### config.mk
export PLATFORM = sky130hd
export DESIGN_NAME = alu_sequencer_flat
export DESIGN_NICKNAME = d
export VERILOG_FILES = /design/src/rtl/alu_pkg.sv /design/src/rtl/alu_sequencer_if.sv /design/src/rtl/mul_datapath.sv /design/src/rtl/alu_sequencer.sv /design/src/flat_wrapper.sv
export SDC_FILE = /design/constraint.sdc
export NUM_CORES = 1
export LEC_CHECK = 0
export ABC_AREA = 1
export CORE_UTILIZATION = 40
export DETAILED_ROUTE_END_ITERATION = 8
export SLEW_MARGIN = 20
export SYNTH_ARGS = -nofsm -noshare
export SYNTH_HDL_FRONTEND = slang
export SYNTH_SLANG_ARGS = --single-unit
### constraint.sdc
create_clock -name clk -period 2.01 [get_ports clk]
set_input_delay 0.402 -clock clk [delete_from_list [all_inputs] [get_ports clk]]
set_output_delay 0.402 -clock clk [all_outputs]
set_load 0.01 [all_outputs]
### src/rtl/alu_pkg.sv
// alu_pkg: opcodes, FSM state encoding and default widths shared by the ALU sequencer slice
package alu_pkg;
  localparam int DEF_INPUT_WIDTH = 4;
  localparam int DEF_OUTPUT_WIDTH = 8;
  typedef enum logic [2:0] {
    OP_NOP = 3'b000,
    OP_ADD = 3'b001,
    OP_SUB = 3'b010,
    OP_MUL = 3'b011,
    OP_LSH = 3'b100,
    OP_RSH = 3'b101,
    OP_AND = 3'b110,
    OP_OR  = 3'b111
  } opcode_t;
  typedef enum logic [1:0] {
    S_IDLE = 2'b00,
    S_EXEC = 2'b01,
    S_MUL  = 2'b10
  } state_t;
endpackage

### src/rtl/alu_sequencer_if.sv
// alu_sequencer_if: request/operand and completion/result signals of the ALU sequencer
interface alu_sequencer_if import alu_pkg::*; #(
  parameter int INPUT_WIDTH = DEF_INPUT_WIDTH,
  parameter int OUTPUT_WIDTH = DEF_OUTPUT_WIDTH
);
  logic start;
  opcode_t opcode;
  logic [INPUT_WIDTH-1:0] a;
  logic [INPUT_WIDTH-1:0] b;
  logic busy;
  logic done;
  logic [OUTPUT_WIDTH-1:0] result;
  logic ldo;
  logic flag;
  modport master (output start, opcode, a, b, input busy, done, result, ldo, flag);
  modport slave (input start, opcode, a, b, output busy, done, result, ldo, flag);
endinterface

### src/rtl/mul_datapath.sv
// mul_datapath: radix-2 shift-add multiplier, one multiplier bit per step
module mul_datapath import alu_pkg::*; #(
  parameter int INPUT_WIDTH = DEF_INPUT_WIDTH,
  parameter int OUTPUT_WIDTH = DEF_OUTPUT_WIDTH
) (
  input logic clk,
  input logic reset,
  input logic load,
  input logic step,
  input logic [INPUT_WIDTH-1:0] a,
  input logic [INPUT_WIDTH-1:0] b,
  output logic [OUTPUT_WIDTH-1:0] prod,
  output logic last
);
  logic [OUTPUT_WIDTH-1:0] acc, mcand;
  logic [INPUT_WIDTH-1:0] mplier;
  logic [1:0] cnt;
  // prod already includes the current bit, so the last step's prod is the final product
  assign prod = acc + (mplier[0] ? mcand : '0);
  assign last = cnt == 2'(INPUT_WIDTH - 1);
  always_ff @(posedge clk or negedge reset) begin
    if (!reset) begin
      acc <= '0;
      mcand <= '0;
      mplier <= '0;
      cnt <= '0;
    end else if (load) begin
      acc <= '0;
      mcand <= OUTPUT_WIDTH'(a);
      mplier <= b;
      cnt <= '0;
    end else if (step) begin
      acc <= prod;
      mcand <= mcand << 1;
      mplier <= mplier >> 1;
      cnt <= cnt + 2'd1;
    end
  end
endmodule

### src/rtl/alu_sequencer.sv
// alu_sequencer: single-issue ALU with one-cycle ops and a multi-cycle shift-add multiply
module alu_sequencer import alu_pkg::*; #(
  parameter int INPUT_WIDTH = DEF_INPUT_WIDTH,
  parameter int OUTPUT_WIDTH = DEF_OUTPUT_WIDTH
) (
  input logic clk,
  input logic reset,
  alu_sequencer_if.slave bus
);
  state_t state, state_nx;
  opcode_t op_q;
  logic [INPUT_WIDTH-1:0] a_q, b_q, diff;
  logic [INPUT_WIDTH:0] sum;
  logic [OUTPUT_WIDTH-1:0] result_q, res_nx, prod;
  logic flag_q, flag_nx, done_q, ldo_q, accept, last, fin;
  assign accept = state == S_IDLE && bus.start;
  assign fin = state == S_EXEC || (state == S_MUL && last);
  assign sum = {1'b0, a_q} + {1'b0, b_q};
  assign diff = a_q - b_q;
  mul_datapath #(.INPUT_WIDTH(INPUT_WIDTH), .OUTPUT_WIDTH(OUTPUT_WIDTH)) u_mul (
    .clk(clk),
    .reset(reset),
    .load(accept),
    .step(state == S_MUL),
    .a(bus.a),
    .b(bus.b),
    .prod(prod),
    .last(last)
  );
  always_ff @(posedge clk or negedge reset) begin
    if (!reset) state <= S_IDLE;
    else state <= state_nx;
  end
  always_comb begin
    state_nx = state;
    state_nx = state == S_IDLE ? (bus.start ? (bus.opcode == OP_MUL ? S_MUL : S_EXEC) : S_IDLE)
             : (state == S_MUL && !last) ? S_MUL : S_IDLE;
  end
  always_comb begin
    res_nx = result_q;
    flag_nx = flag_q;
    case (op_q)
      OP_ADD: begin res_nx = OUTPUT_WIDTH'(sum); flag_nx = sum[INPUT_WIDTH]; end
      OP_SUB: begin res_nx = OUTPUT_WIDTH'(diff); flag_nx = a_q < b_q; end
      OP_MUL: begin res_nx = prod; flag_nx = 1'b0; end
      OP_LSH: begin res_nx = OUTPUT_WIDTH'({a_q, 1'b0}); flag_nx = 1'b0; end
      OP_RSH: begin res_nx = OUTPUT_WIDTH'(a_q >> 1); flag_nx = a_q[0]; end
      OP_AND: begin res_nx = OUTPUT_WIDTH'(a_q & b_q); flag_nx = 1'b0; end
      OP_OR:  begin res_nx = OUTPUT_WIDTH'(a_q | b_q); flag_nx = 1'b0; end
      default: begin res_nx = result_q; flag_nx = flag_q; end
    endcase
  end
  always_ff @(posedge clk or negedge reset) begin
    if (!reset) begin
      op_q <= OP_NOP;
      a_q <= '0;
      b_q <= '0;
      result_q <= '0;
      flag_q <= 1'b0;
      done_q <= 1'b0;
      ldo_q <= 1'b0;
    end else begin
      if (accept) begin
        op_q <= bus.opcode;
        a_q <= bus.a;
        b_q <= bus.b;
      end
      done_q <= fin;
      ldo_q <= fin && op_q != OP_NOP;
      if (fin) begin
        result_q <= res_nx;
        flag_q <= flag_nx;
      end
    end
  end
  assign bus.busy = state != S_IDLE;
  assign bus.done = done_q;
  assign bus.ldo = ldo_q;
  assign bus.result = result_q;
  assign bus.flag = flag_q;
endmodule

### src/flat_wrapper.sv
// flat-port wrapper written by rule: the top's interface ports become plain ports
module alu_sequencer_flat import alu_pkg::*;
#(
  parameter int INPUT_WIDTH = DEF_INPUT_WIDTH,
  parameter int OUTPUT_WIDTH = DEF_OUTPUT_WIDTH
)
  (clk, reset, bus_start, bus_opcode, bus_a, bus_b, bus_busy, bus_done, bus_result, bus_ldo, bus_flag);
  alu_sequencer_if #(.INPUT_WIDTH(INPUT_WIDTH), .OUTPUT_WIDTH(OUTPUT_WIDTH)) bus_i ();
  input logic clk;
  input logic reset;
  input wire logic [$bits(bus_i.start)-1:0] bus_start;
  input wire logic [$bits(bus_i.opcode)-1:0] bus_opcode;
  input wire logic [$bits(bus_i.a)-1:0] bus_a;
  input wire logic [$bits(bus_i.b)-1:0] bus_b;
  output wire logic [$bits(bus_i.busy)-1:0] bus_busy;
  output wire logic [$bits(bus_i.done)-1:0] bus_done;
  output wire logic [$bits(bus_i.result)-1:0] bus_result;
  output wire logic [$bits(bus_i.ldo)-1:0] bus_ldo;
  output wire logic [$bits(bus_i.flag)-1:0] bus_flag;
  assign bus_i.start = bus_start;
  assign bus_i.opcode = bus_opcode;
  assign bus_i.a = bus_a;
  assign bus_i.b = bus_b;
  assign bus_busy = bus_i.busy;
  assign bus_done = bus_i.done;
  assign bus_result = bus_i.result;
  assign bus_ldo = bus_i.ldo;
  assign bus_flag = bus_i.flag;
  alu_sequencer #(.INPUT_WIDTH(INPUT_WIDTH), .OUTPUT_WIDTH(OUTPUT_WIDTH)) u_core (.clk(clk), .reset(reset), .bus(bus_i));
endmodule
==> results by group <==
Pwr
  – Gate power share: 43.3%
  – Leakage: roughly 1.7 nW
  – PwrDens: 1125 nW/um^2
  – Seq pwr share: roughly two fifths
  – Share of total power in the clock network: 18.7%
  – Net Sw Frac: between 40 and 50%
  – Worst VDD drop: ~550 uV
  – Internal power: 2.199 mW
  – Total power: 3.692 mW
  – Switching power: 1.493 mW

Logic synthesis
  – Post-Syn Area: 2820 sq um
  – Register area share after synthesis: 40.82%
  – Simple-gate area share of the yosys netlist: 25.29%
  – Yosys reg bits: 46
  – Net Count, Synth: ~400
  – Synth area leader: dfrtp_1
  – Cell count after synthesis: 353
  – Yosys warning total: 0
  – Synth Flop Type: dfrtp_1
  – Synth Area in Compound Gates: 11.76%
  – Synth cell types: 33
  – Post-synth EDFFs: 0
  – Largest cells by area after synthesis: dfrtp_1, nand2_1, ha_1
  – Post-Synth XOR/XNOR Area: 0.9317%
  – Syn Area/Cell: 7.989 sq um
  – Top-area cell type share of the netlist area: 40.82%
  – Largest family of logic cells by synthesized area: simple AND/OR/NAND/NOR gates
  – Mux contribution to synthesized area: 0%
  – Ys async rst share: 100.0%
  – Post-Synth Adder-Cell Area: approximately 11%

Timing
  – Worst slew margin: 76.14%
  – Slew @ Worst Pin: approximately 360 ps
  – Max Fclk: about 550 MHz
  – Min Tclk post-route: 1826 ps
  – Final setup viols: 0
  – TNS Setup: 0 ps
  – Clock Skews: 8.487 ps
  – Final hold viol count: 4
  – Final worst setup slack: 183.6 ps
  – Fin crit share: about nine tenths
  – Final hold slack: -5.162 ps
  – Final Max Tran Viols: 0
  – RSZ-0062 raised after global routing: no

Worst setup path
  – Worst setup EP type: register
  – Required time worst endpoint: 2210 ps
  – Crit Path Max Fanout: 9
  – Most used cell, CP: nand2_1
  – CP top delay family: adder cells
  – CP startpoint kind: register
  – CP bufs+invs: 3
  – CP max stage delay: 440 ps
  – Cell Chain, Critical Path: nand2_1 -> inv_1 -> ha_1 -> inv_1 -> fa_1 -> inv_1 -> nand3_1 -> nand2_1 -> nand2_1 -> nand3_1 -> nand2_1 -> nand2_1 -> nand2_1
  – CP arrival: 2030 ps
  – Setup CP Type: reg -> reg
  – CP max-delay cell: dfrtp_2

Routing
  – Antenna-violating nets left: 0
  – DRC Markers: 0
  – Vias: between 2000 and 2500
  – Total wire length: 6155 um
  – Via density: 4.796
  – Drt pass-1 iters: 4
  – Initial detailed-routing violation count: 100
  – WL/cell: 12.82 um

Die
  – Row Count: 30
  – Core area: around 6800 sq um
  – Die width: 85.97 um
  – I/O pin count: 26
  – Die Height: 85.97 um
  – Die Footprint: 7390 sq um
  – Initial Utilization: 41.51%

Global routing
  – Initial antenna violation count: 0
  – Grt ovf: 0
  – Largest net degree at the start of global routing: 18
  – Tot GR Track Use: 18.54%
  – Vias in the first global route: 2258
  – First-pass GRT wire length: 10600 um

Clock network
  – Reg clk slew, reported paths: around 90 ps
  – Clk buf depth: 2
  – Clk root buf: clkbuf_8
  – H-tree lvl count: 2
  – Total setup buffers inserted after CTS: 0
  – CTS buffer count: 5
  – Worst-skew pair later-pin latency: around 300 ps
  – CTS Sinks: 46
  – CTS tree: built

Place
  – RePlAce Congestion: 0.8636
  – Pre-CTS setup slack: 142.2 ps
  – IO buf count: 25
  – Dpl hpwl: 4884 um

Outcome
  – Outcome: complete, but fails checks
  – Failing checks: negative hold slack

Hold path
  – Worst hold path type: in -> async

Job
  – MaxCap Viol Count: 0

Final layout
  – Area Overhead vs Synth: 16.33%
  – Filler instances: 718
  – Ant diodes: 0
  – Utilization after layout: 48.29%
  – Layout cells sized above 1: under 10%
  – Nets: 420
==> what timing repair did <==
action                     CTS  global route
hold buffers                 0             0
hold endpoints to repair     0             0
resized for setup            0             1
setup endpoints to repair    0             2
==> path summary, 6_finish.rpt <==
path | from | end | slack [ps] | cells past startpoint
setup / recovery | u_core.u_mul.mplier[0]$_DFFE_PN0P_ | u_core.bus.result[4]$_DFFE_PN0P_ | 180 | 13
hold / removal | reset | u_core.u_mul.acc[5]$_DFFE_PN0P_ | -5 | 1
hold reg to reg | u_core.u_mul.cnt[0]$_DFFE_PN0P_ | u_core.u_mul.cnt[0]$_DFFE_PN0P_ | 480 | 1
min in group clk | u_core.u_mul.cnt[0]$_DFFE_PN0P_ | u_core.u_mul.cnt[0]$_DFFE_PN0P_ | 480 | 1
setup reg to reg | u_core.u_mul.mplier[0]$_DFFE_PN0P_ | u_core.bus.result[4]$_DFFE_PN0P_ | 180 | 13
max in group asynchronous | reset | u_core.a_q[3]$_DFFE_PN0P_ | 1470 | 2
==> cell usage after synthesis (3+ instances only) <==
cell      count
fa_1          3
dfrtp_1      46
nor2_4        4
o21ai_1       4
o22ai_1       7
o21ai_2       3
o21ai_0      20
nand2_1      97
inv_2         5
nand4_1       4
buf_2         3
nand3_1      28
nor2_1       15
ha_1         20
buf_6         3
a22o_1        3
o221ai_1      3
a21oi_1      14
inv_1        53
==> routing by layer <==
layer  track usage (%)  up-vias  routed length, um
li1                  -     1194                  -
met1             25.79     1049               3087
met2             30.09       51               2778
met3             2.887        8                218
met4             5.000        0                 72
met5                 0        -                  0
==> final cells by class <==
| cell class | instances | area [sq um] | share of cell area [%] |
|---|---|---|---|
| clock buffer | 5 | 68.82 | 2.098 |
| clock inverter | 3 | 43.79 | 1.335 |
| inverter | 59 | 224.0 | 6.827 |
| multi-input combinational | 240 | 1381 | 42.11 |
| sequential | 46 | 1152 | 35.13 |
| tap | 96 | 120.1 | 3.661 |
| timing repair buffer | 31 | 290.3 | 8.848 |
==> flip-flops by register name, indices dropped and copies added (netlist names), 2 cells and up <==
register and cells:
u_core.bus.result 8, u_core.u_mul.mcand 8, u_core.b_q 4, u_core.u_mul.mplier 4, u_core.u_mul.acc 8, u_core.op_q 3
u_core.u_mul.cnt 2, u_core.state 2, u_core.a_q 4
==> through the flow <==
| stage | std cells | instance area (sq um) |
|---|---|---|
| finish | 480 | 3281 |
| global route | 480 | 3281 |
| CTS | 480 | 3279 |
| detailed placement | 472 | 3167 |
| global placement | 472 | 3167 |
| floorplan | 353 | 2820 |
==> power groups by stage <==
stage                     registers [mW]  clock network (mW)  logic (mW)
after CTS                           1.40               0.716        1.61
final                               1.41               0.689        1.60
after detailed placement            1.42                   0        1.60
after floorplan                     1.37                   0        1.14
after global placement              1.41                   0        1.58
after global routing                1.44               0.751        1.81
==> cells by family after synthesis <==
family | Yosys count
AOI/OAI and AO/OA | 56
DFF | 46
and+or+nand+nor | 158
buffers and inverters | 67
adders and majority gates | 23
xor gates and xnor gates | 3
==> cell usage in the layout, fill, tap and decap left out, drive strengths merged, types with 2 or more instances in the layout <==
| cell type | synthesis | routed |
|---|---|---|
| nand2 | 100 | 100 |
| o22ai | 7 | 7 |
| clkbuf | 0 | 5 |
| dfrtp | 46 | 46 |
| a21oi | 14 | 14 |
| clkdlybuf4s50 | 0 | 24 |
| buf | 8 | 7 |
| inv | 59 | 60 |
| nand3b | 2 | 2 |
| o221ai | 3 | 3 |
| nand3 | 29 | 29 |
| nand4 | 4 | 4 |
| nor3 | 2 | 2 |
| fa | 3 | 3 |
| nor2 | 20 | 20 |
| o21ai | 27 | 27 |
| a22o | 3 | 3 |
| xnor2 | 2 | 2 |
| ha | 20 | 20 |
No activity file was read; power rests on OpenSTA's default activity.
==> patch (same flow settings) <==
Set the package constant `DEF_OUTPUT_WIDTH` to 7 (it was 8).
--- a/src/rtl/alu_pkg.sv
+++ b/src/rtl/alu_pkg.sv
@@ -3,3 +3,3 @@
   localparam int DEF_INPUT_WIDTH = 4;
-  localparam int DEF_OUTPUT_WIDTH = 8;
+  localparam int DEF_OUTPUT_WIDTH = 7;
   typedef enum logic [2:0] {
Ports: changed (resized bus_result); port bits go from 26 to 25. The function was not compared with the original's and may differ.
==> patch against the original RTL <==
  * Area after synthesis down 6.7%
  * Clock skew grew 0.0025 ns
  * Via count down 4.1%
  * Worst setup slack got worse by 0.0081 ns
  * Sequential cell count fell by 3
  * Cell area decreased by 6.7%
  * Largest cell class unchanged
  * Wire length down 4.6%
  * Global-route usage down 0.24 points
  * Total power down 2.8%
==> patch: results (changes against the original RTL) <==
met2 GRT Util: 28.4% (-1.7 points)
Place WS: 0.204 ns (+0.0619 ns)
post-synthesis xor/xnor area fraction: 1.33% (+0.40 points)
largest net degree at the start of global routing: 25 (+7)
grt met3 use: 3.88% (+0.99 points)
hold slack: 0.0446 ns (+0.0497 ns)
Global Route Usage Sum: 18.3% (-0.24 points)
1st-pass router iterations: 7 (+3)
PortBufs: 24 (-4.0%)
leakage power: 0.00162 uW (-6.5%)
worst relative slew slack: 62.8% (-13 points)
met2 WL post-DR: 2680 um (-3.6%)
# fillers: 635 (-12%)
critical path's top delay family: buffers and inverters
routed wl met3: 296 um (+36%)
Syn Nets: 371 (-4.9%)
final core occ: 48.2% (-0.090 points)
crit path from: u_core.state[0]$_DFF_PN0_
Post-Layout Cell Count: 440 (-8.3%)
final net count: 398 (-5.2%)
min Tclk post-route: 1.83 ns (+0.00808 ns)
grt met1 use: 26.0% (+0.17 points)
vias in the first global route: 2,051 (-9.2%)
global-route wire length before repair: 10,000 um (-5.2%)
routed vias/inst: 5.02 (+4.6%)
area post-placement: 0.00296 mm^2 (-6.5%)
crit-path max FO: 3 (-6)
share of layout cells above drive strength 1: 11.0% (+1.4 points)
Adder-Cell Fraction of Synth Area: 11.3% (+0.32 points)
status: completed
detailed placement HPWL: 4600 um (-5.8%)
RR Startpoint: u_core.u_mul.mcand[0]$_DFFE_PN0P_
Seq/Total Area, Yosys: 40.9% (+0.097 points)
M1 wire length: 2820 um (-8.6%)
Synth cell types: 32 (-3.0%)
CP max-delay cell: clkdlybuf4s50_1
crit path DAT: 1.43 ns (-0.60 ns)
Worst Skew: 0.0109 ns (+0.00245 ns)
RePlAce Congestion: 0.925 (+7.1%)
## patch: cell types whose count changed in the layout (fill, tap and decap cells not counted), moves of 3 or more
cell | unedited run | this run
a21oi_2 | 0 | 5
o21ai_0 | 20 | 10
inv_2 | 5 | 12
nor2_4 | 4 | 1
a21oi_1 | 14 | 9
inv_1 | 53 | 47
o21ai_1 | 4 | 14
nor2_1 | 15 | 21
nand2_1 | 97 | 82
## patch: layout make-up
| type | count | share of cell area, % |
|---|---|---|
| multi-input cells | 224 | 42.0 |
| flip-flops and latches | 43 | 35.2 |
| repair buffers | 29 | 9.32 |
| inverters | 59 | 7.24 |
| well taps | 77 | 3.15 |
| clock buffers | 5 | 2.25 |
| clock inverters | 3 | 0.859 |
## patch: path summary, 6_finish.rpt
path	depth (start not counted)	to
setup / recovery	3	bus_busy
hold / removal	1	u_core.u_mul.acc[5]$_DFFE_PN0P_
setup reg to reg	10	u_core.bus.result[2]$_DFFE_PN0P_
hold reg to reg	1	u_core.u_mul.cnt[0]$_DFFE_PN0P_
max in group asynchronous	2	u_core.a_q[0]$_DFFE_PN0P_
min in group clk	1	u_core.u_mul.cnt[0]$_DFFE_PN0P_
## patch: cells by family after synthesis
logic type               after synthesis
buffers and inverters                 68
XOR/XNOR                               4
flip-flops                            43
AO/OA/AOI/OAI                         52
AND/OR/NAND/NOR                      146
adder cells (fa/ha/maj)               22
## patch: report_power, final
part / internal (uW) / total (uW) / switching (uW)
logic: 681 / 1700 / 1020
registers: 1120 / 1300 / 179
clock network: 256 / 587 / 331
## patch: repair_timing
action,4_1_cts,5_1_grt
setup endpoints to repair,0,2
endpoints found under the hold margin,0,0
gates resized for setup,0,1
